## config.mk

```make
export PLATFORM = sky130hd
export DESIGN_NAME = alu_mext
export DESIGN_NICKNAME = d
export VERILOG_FILES = /design/src/rtl/alu_mext.sv
export SDC_FILE = /design/constraint.sdc
export NUM_CORES = 2
export LEC_CHECK = 0
export BUFFER_PORTS_ARGS = -buffer_cell sky130_fd_sc_hd__clkbuf_2
export CORE_AREA = 2 2 371 300
export DETAILED_ROUTE_END_ITERATION = 8
export DIE_AREA = 0 0 373 302
export HOLD_SLACK_MARGIN = 0.15
export PLACE_DENSITY = 0.72
export SETUP_SLACK_MARGIN = 0.05
export SKIP_LAST_GASP = 1
export SLEW_MARGIN = 20
export SYNTH_ARGS = -nofsm -noshare
export SYNTH_HDL_FRONTEND = slang
export SYNTH_SLANG_ARGS = --single-unit
export TNS_END_PERCENT = 5
```

## constraint.sdc

```tcl
create_clock -name clk -period 9.8 [get_ports clk]
set_clock_uncertainty 0.15 [all_clocks]
set_input_delay 0.49 -clock clk [delete_from_list [all_inputs] [get_ports clk]]
set_output_delay 0.49 -clock clk [all_outputs]
set_load 0.02 [all_outputs]
```

## src/rtl/alu_mext.sv

```systemverilog
// alu_mext: RV32I/RV64I register/immediate ALU plus the M extension (multiply/divide).
// Ports:
//   clk        - clock, all state updates on the rising edge
//   rst        - asynchronous active-low reset
//   clk_en     - global enable; when low all state is frozen and nothing is accepted
//   i_valid    - operation request, accepted when o_ready & clk_en & !i_flush
//   o_ready    - high while idle
//   i_flush    - abort any in-flight operation and suppress its completion
//   i_opcode, i_funct3, i_funct7 - instruction decode fields
//   i_rs1_data, i_rs2_data, i_imm - operands (i_imm already sign-extended)
//   o_valid    - one-cycle result strobe
//   o_rd_data  - result, held between strobes
module alu_mext #(
  parameter int XLEN       = 32,
  parameter int MUL_CYCLES = 2
) (
  input  logic            clk,
  input  logic            rst,
  input  logic            clk_en,
  input  logic            i_valid,
  output logic            o_ready,
  input  logic            i_flush,
  input  logic [6:0]      i_opcode,
  input  logic [2:0]      i_funct3,
  input  logic [6:0]      i_funct7,
  input  logic [XLEN-1:0] i_rs1_data,
  input  logic [XLEN-1:0] i_rs2_data,
  input  logic [XLEN-1:0] i_imm,
  output logic            o_valid,
  output logic [XLEN-1:0] o_rd_data
);
  localparam int SW = $clog2(XLEN);
  localparam int MUL_INIT = MUL_CYCLES > 1 ? MUL_CYCLES - 2 : 0;
  localparam logic [1:0] S_IDLE = 2'd0, S_MUL = 2'd1, S_DIV = 2'd2;
  // Funct7 bits that belong to the shift amount for immediate shifts on RV64.
  localparam logic [6:0] SH_FREE = (XLEN == 64) ? 7'b0000001 : 7'b0000000;

  logic [1:0]      state_q, state_d;
  logic [SW-1:0]   cnt_q, cnt_d;
  logic [XLEN-1:0] a_q, a_d, b_q, b_d, q_q, q_d, rd_q, rd_d;
  logic [1:0]      op_q, op_d;
  logic            neg_q, neg_d, valid_q, valid_d;

  logic            is_r, is_i, is_m, alt, base_ok, sgn, sa, sb, ovf, ge;
  logic [SW-1:0]   shamt;
  logic [XLEN-1:0] opb, sra_res, base_res, abs_a, abs_b, fast_res;
  logic [XLEN-1:0] r_nxt, q_nxt, div_sel, div_res, mul_res;
  logic [XLEN:0]   trial;

  function automatic logic [XLEN-1:0] mul_fn(input logic [XLEN-1:0] a, input logic [XLEN-1:0] b,
                                             input logic [1:0] f);
    logic [2*XLEN-1:0] ea, eb, p;
    // MUL/MULH/MULHSU treat rs1 as signed; only MUL/MULH treat rs2 as signed.
    ea = {{XLEN{a[XLEN-1] & (f != 2'b11)}}, a};
    eb = {{XLEN{b[XLEN-1] & ~f[1]}}, b};
    p  = ea * eb;
    return (f == 2'b00) ? p[XLEN-1:0] : p[2*XLEN-1:XLEN];
  endfunction

  assign o_ready   = (state_q == S_IDLE);
  assign o_valid   = valid_q;
  assign o_rd_data = rd_q;

  always_comb begin
    is_r    = (i_opcode == 7'b0110011);
    is_i    = (i_opcode == 7'b0010011);
    is_m    = is_r & (i_funct7 == 7'b0000001);
    alt     = i_funct7[5];
    opb     = is_r ? i_rs2_data : i_imm;
    shamt   = opb[SW-1:0];
    sra_res = $signed(i_rs1_data) >>> shamt;
    base_ok = is_r ? ((i_funct7 == 7'b0000000) |
                      ((i_funct7 == 7'b0100000) & ((i_funct3 == 3'b000) | (i_funct3 == 3'b101))))
            : is_i & ((i_funct3 == 3'b001) ? ((i_funct7 & ~SH_FREE) == 7'b0) :
                      (i_funct3 == 3'b101) ? ((i_funct7 & ~(SH_FREE | 7'b0100000)) == 7'b0) : 1'b1);
    case (i_funct3)
      3'b000:  base_res = (is_r & alt) ? i_rs1_data - opb : i_rs1_data + opb;
      3'b001:  base_res = i_rs1_data << shamt;
      3'b010:  base_res = {{(XLEN-1){1'b0}}, $signed(i_rs1_data) < $signed(opb)};
      3'b011:  base_res = {{(XLEN-1){1'b0}}, i_rs1_data < opb};
      3'b100:  base_res = i_rs1_data ^ opb;
      3'b101:  base_res = alt ? sra_res : i_rs1_data >> shamt;
      3'b110:  base_res = i_rs1_data | opb;
      default: base_res = i_rs1_data & opb;
    endcase
    sgn   = ~i_funct3[0];
    sa    = sgn & i_rs1_data[XLEN-1];
    sb    = sgn & i_rs2_data[XLEN-1];
    abs_a = sa ? -i_rs1_data : i_rs1_data;
    abs_b = sb ? -i_rs2_data : i_rs2_data;
    ovf   = sgn & (i_rs1_data == {1'b1, {(XLEN-1){1'b0}}}) & (&i_rs2_data);
    // A single-cycle multiplier reads the issue operands; otherwise the captured ones.
    mul_res = mul_fn(MUL_CYCLES == 1 ? i_rs1_data : a_q, MUL_CYCLES == 1 ? i_rs2_data : b_q,
                     MUL_CYCLES == 1 ? i_funct3[1:0] : op_q);
    // Divide-by-zero and signed overflow resolve without iterating.
    fast_res = ~is_m ? (base_ok ? base_res : '0)
             : ~i_funct3[2] ? mul_res
             : (i_rs2_data == '0) ? (i_funct3[1] ? i_rs1_data : '1)
             : (i_funct3[1] ? '0 : i_rs1_data);
    // Restoring step: a_q is the partial remainder, q_q shifts dividend bits out and quotient bits in.
    trial   = {a_q, q_q[XLEN-1]} - {1'b0, b_q};
    ge      = ~trial[XLEN];
    r_nxt   = ge ? trial[XLEN-1:0] : {a_q[XLEN-2:0], q_q[XLEN-1]};
    q_nxt   = {q_q[XLEN-2:0], ge};
    div_sel = op_q[1] ? r_nxt : q_nxt;
    div_res = neg_q ? -div_sel : div_sel;
  end

  always_comb begin
    state_d = state_q;
    cnt_d   = cnt_q;
    a_d     = a_q;
    b_d     = b_q;
    q_d     = q_q;
    op_d    = op_q;
    neg_d   = neg_q;
    valid_d = 1'b0;
    rd_d    = rd_q;
    if (i_flush) begin
      state_d = S_IDLE;
      cnt_d   = '0;
    end else if (state_q == S_IDLE) begin
      if (i_valid) begin
        op_d = i_funct3[1:0];
        if (is_m & ~i_funct3[2] & (MUL_CYCLES > 1)) begin
          state_d = S_MUL;
          cnt_d   = SW'(MUL_INIT);
          a_d     = i_rs1_data;
          b_d     = i_rs2_data;
        end else if (is_m & i_funct3[2] & (i_rs2_data != '0) & ~ovf) begin
          state_d = S_DIV;
          cnt_d   = SW'(XLEN - 1);
          a_d     = '0;
          q_d     = abs_a;
          b_d     = abs_b;
          neg_d   = i_funct3[1] ? sa : sa ^ sb;
        end else begin
          valid_d = 1'b1;
          rd_d    = fast_res;
        end
      end
    end else if (state_q == S_MUL) begin
      cnt_d = cnt_q - 1'b1;
      if (cnt_q == '0) begin
        state_d = S_IDLE;
        cnt_d   = '0;
        valid_d = 1'b1;
        rd_d    = mul_res;
      end
    end else begin
      a_d   = r_nxt;
      q_d   = q_nxt;
      cnt_d = cnt_q - 1'b1;
      // The last step and the sign fix share the final edge.
      if (cnt_q == '0) begin
        state_d = S_IDLE;
        cnt_d   = '0;
        valid_d = 1'b1;
        rd_d    = div_res;
      end
    end
  end

  always_ff @(posedge clk or negedge rst) begin
    if (!rst) begin
      state_q <= S_IDLE;
      cnt_q   <= '0;
      a_q     <= '0;
      b_q     <= '0;
      q_q     <= '0;
      op_q    <= '0;
      neg_q   <= 1'b0;
      valid_q <= 1'b0;
      rd_q    <= '0;
    end else if (clk_en) begin
      state_q <= state_d;
      cnt_q   <= cnt_d;
      a_q     <= a_d;
      b_q     <= b_d;
      q_q     <= q_d;
      op_q    <= op_d;
      neg_q   <= neg_d;
      valid_q <= valid_d;
      rd_q    <= rd_d;
    end
  end
endmodule

```

==> impl_metrics.ini <==
[setup_path]
cpLargestDelayFamily = adder cells
worstSetupPathType = reg -> reg
critPathBufInv = 5
worst-path-max-fanout = 23
cp.arrival_ns = 9.81
critPathCaptureType = flip-flop
cp_common_cell = fa_1
crit_required_ns = 10.00
slowest_stage = dfrtp_1
worstSetupStartpointType = flip-flop
slowest_delay_ns = 0.94

[synthesis]
seq_area_frac_synth = 0.0574
synth_top_cell_area_share = 0.373
synth_nets = 9111
avgSynthCellArea_um2 = 8.10
synthTopCellsByArea = fa_1, ha_1, inv_1
synth_edf_count = 0
synth_area_um2 = 60600
ys.flop_type = dfrtp_1
yosys_register_bits = 139
synth_top_cell_by_area = fa_1
netlist_instances = 7484
synth_cell_types = 120
yosys_warnings = 0
async_reset_ff_frac = 1.00

[clock_network]
cts_htree_levels = 4
clockBufferDepth = 2
cts_root_buf = clkbuf_16
cts-buffers-inserted = 17
cts_tree = built
insertion_delay_ns = 0.48
post_cts_buffers = 0
clock_sinks = 139
clk_pin_slew_ns = 0.07

[power_and_ir_drop]
peakVddDrop_v = 0.000397
power.share.combinational = 0.792
p_total_w = 0.00946
seq_power_share = 0.134
p_per_area_nw_per_um2 = 148
p_sw_w = 0.00598
leakagePower_nw = 30.8
internal_power_w = 0.00347
clkPwrFrac = 0.073
p_sw_frac = 0.633

[sta]
rsz0062_at_grt = true
fin_setup_tns_ns = 0
setup_violations = 0
slew_viol_final = 0
fmax_ghz = 0.104
hold_viol = 0
max_slew.worst_pin.slew_ns = 1.23
setup_slack_ns = 0.189
hold_slack_ns = 0.227
fin_crit_sh = 0.981
min_period_ns = 9.61
max_slew_margin = 0.172

[global_route]
grt_pass1_vias = 55400
grt_max_degree = 73
overflow = 0
grt_antenna_before_repair = 17
grt_usage = 0.444
grt_pass1_wl_mm = 369

[placed_design]
hpwl_mm = 200
portBuffers = 151
gp_congestion = 1.08
place_ws_ns = 0.162

[flow_run]
drv_cap = 0

[routing]
final_antenna_net_count = 0
vias_per_cell = 6.40
wl_per_cell_um = 28.1
drt_pass1_iterations = 8
drc = 0
via_count = 56700
wl_mm = 249
drt_iter0_drc = 7866

[floorplan]
die_h_um = 302
die_area_um2 = 113000
rows = 109
core_area_um2 = 109000
die_width_um = 373
start_util = 0.555
ioPinCount = 152

[final_layout]
syn_to_final_growth_pct = 5.27
final_nets = 9019
utilization = 0.584
fillers = 9997
drive_gt1_frac = 0.0781

[outcome]
status = completed

[worst_hold_path]
hold_path_class = in -> reg
## synth_stat cells, types with 20 or more instances
| cell type | instances |
|---|---|
| nor2_1 | 344 |
| or3_1 | 37 |
| nand2_1 | 1145 |
| buf_1 | 26 |
| o21a_1 | 28 |
| nor3_1 | 96 |
| a31oi_1 | 71 |
| inv_1 | 1270 |
| xnor2_1 | 142 |
| mux2i_1 | 74 |
| nor4_1 | 31 |
| a221oi_1 | 28 |
| nor2b_1 | 20 |
| o31ai_1 | 37 |
| dfrtp_1 | 139 |
| and2_1 | 359 |
| ha_1 | 381 |
| a21o_1 | 80 |
| nand4_1 | 35 |
| xor2_1 | 50 |
| o221ai_1 | 25 |
| and3_1 | 22 |
| o21ai_0 | 371 |
| clkbuf_1 | 449 |
| fa_1 | 1128 |
| o21bai_1 | 30 |
| nand3_1 | 111 |
| a211oi_1 | 78 |
| nand2b_1 | 31 |
| o211ai_1 | 57 |
| a21oi_1 | 369 |
## cells by family after synthesis
| kind of cell | after synthesis | share of synthesized area |
|---|---|---|
| buf+inv | 1781 | 0.113 |
| mux | 96 | 0.0174 |
| xor+xnor | 192 | 0.0277 |
| simple gates | 2330 | 0.179 |
| fa+ha+maj | 1509 | 0.451 |
| compound gates | 1437 | 0.154 |
| flops | 139 | 0.0574 |
## state kept, by name, summed over array words and instances, names as in the netlist
signal and cells:
op_q 2, b_q 32, cnt_q 5, state_q 2, q_q 32, o_valid 1
a_q 32, neg_q 1, o_rd_data 32
## final cells by class
type | instances | area [um^2] | area share
clock inverters | 15 | 173 | 0.00271
clock buffers | 17 | 425 | 0.00667
diodes | 10 | 25.0 | 0.000392
inverters | 1278 | 4800 | 0.0752
flip-flops and latches | 139 | 3500 | 0.0548
multi-input cells | 5564 | 50500 | 0.791
well taps | 1443 | 1810 | 0.0283
repair buffers | 392 | 2630 | 0.0412
## cell usage in the layout, fill, tap and decap left out, drive strengths merged, types with 71 or more instances in the layout
cell type and count:
inv 1281, nand2 1147, fa 1128, o21ai 383
ha 381, a21oi 371, and2 362, nor2 347
buf 240, clkbuf 167, xnor2 142, dfrtp 139
nand3 113, nor3 101, a21o 82, a211oi 80
mux2i 74, a31oi 71
## final timing paths
| kind | startpoint | to | slack (ns) | cells past startpoint |
|---|---|---|---|---|
| min in group asynchronous | rst | a_q[29] | 0.48 | 2 |
| max in group asynchronous | rst | a_q[17] | 7.36 | 3 |
| max | b_q[22] | o_rd_data[30] | 0.19 | 27 |
| min | i_flush | state_q[0] | 0.23 | 2 |
| max reg2reg | b_q[22] | o_rd_data[30] | 0.19 | 27 |
| min reg2reg | b_q[4] | b_q[4] | 0.34 | 2 |
## per-layer routing
layer,vias to the layer above,part of all wire,GRT usage,wire length [um]
met5,-,0.00033,0,82
met4,8,0.050,0.176,12400
met3,697,0.15,0.164,36300
met2,3780,0.41,0.633,102000
met1,28500,0.40,0.612,98600
li1,23700,-,-,-
## metrics by stage
step	cells	cell area (um^2)
final	8858	63800
after global routing	8850	63800
after CTS	8848	63700
after detailed placement	8814	63100
after global placement	8814	63100
after floorplan	7484	60600
## what timing repair did
item	4_1_cts	5_1_grt
endpoints found under the hold margin	72	0
setup endpoints to repair	0	13
hold buffers	2	0
gates resized for setup	0	14
## power by group through the flow
stage | combinational, W | clock (W) | sequential [W]
2_1_floorplan | 0.00485 | 0 | 0.000972
3_3_place_gp | 0.00702 | 0 | 0.00124
3_5_place_dp | 0.00704 | 0 | 0.00124
4_1_cts | 0.00708 | 0.000683 | 0.00123
5_1_grt | 0.00776 | 0.000711 | 0.00127
6_report | 0.00749 | 0.000691 | 0.00127
(Power assumes the default switching activity.)
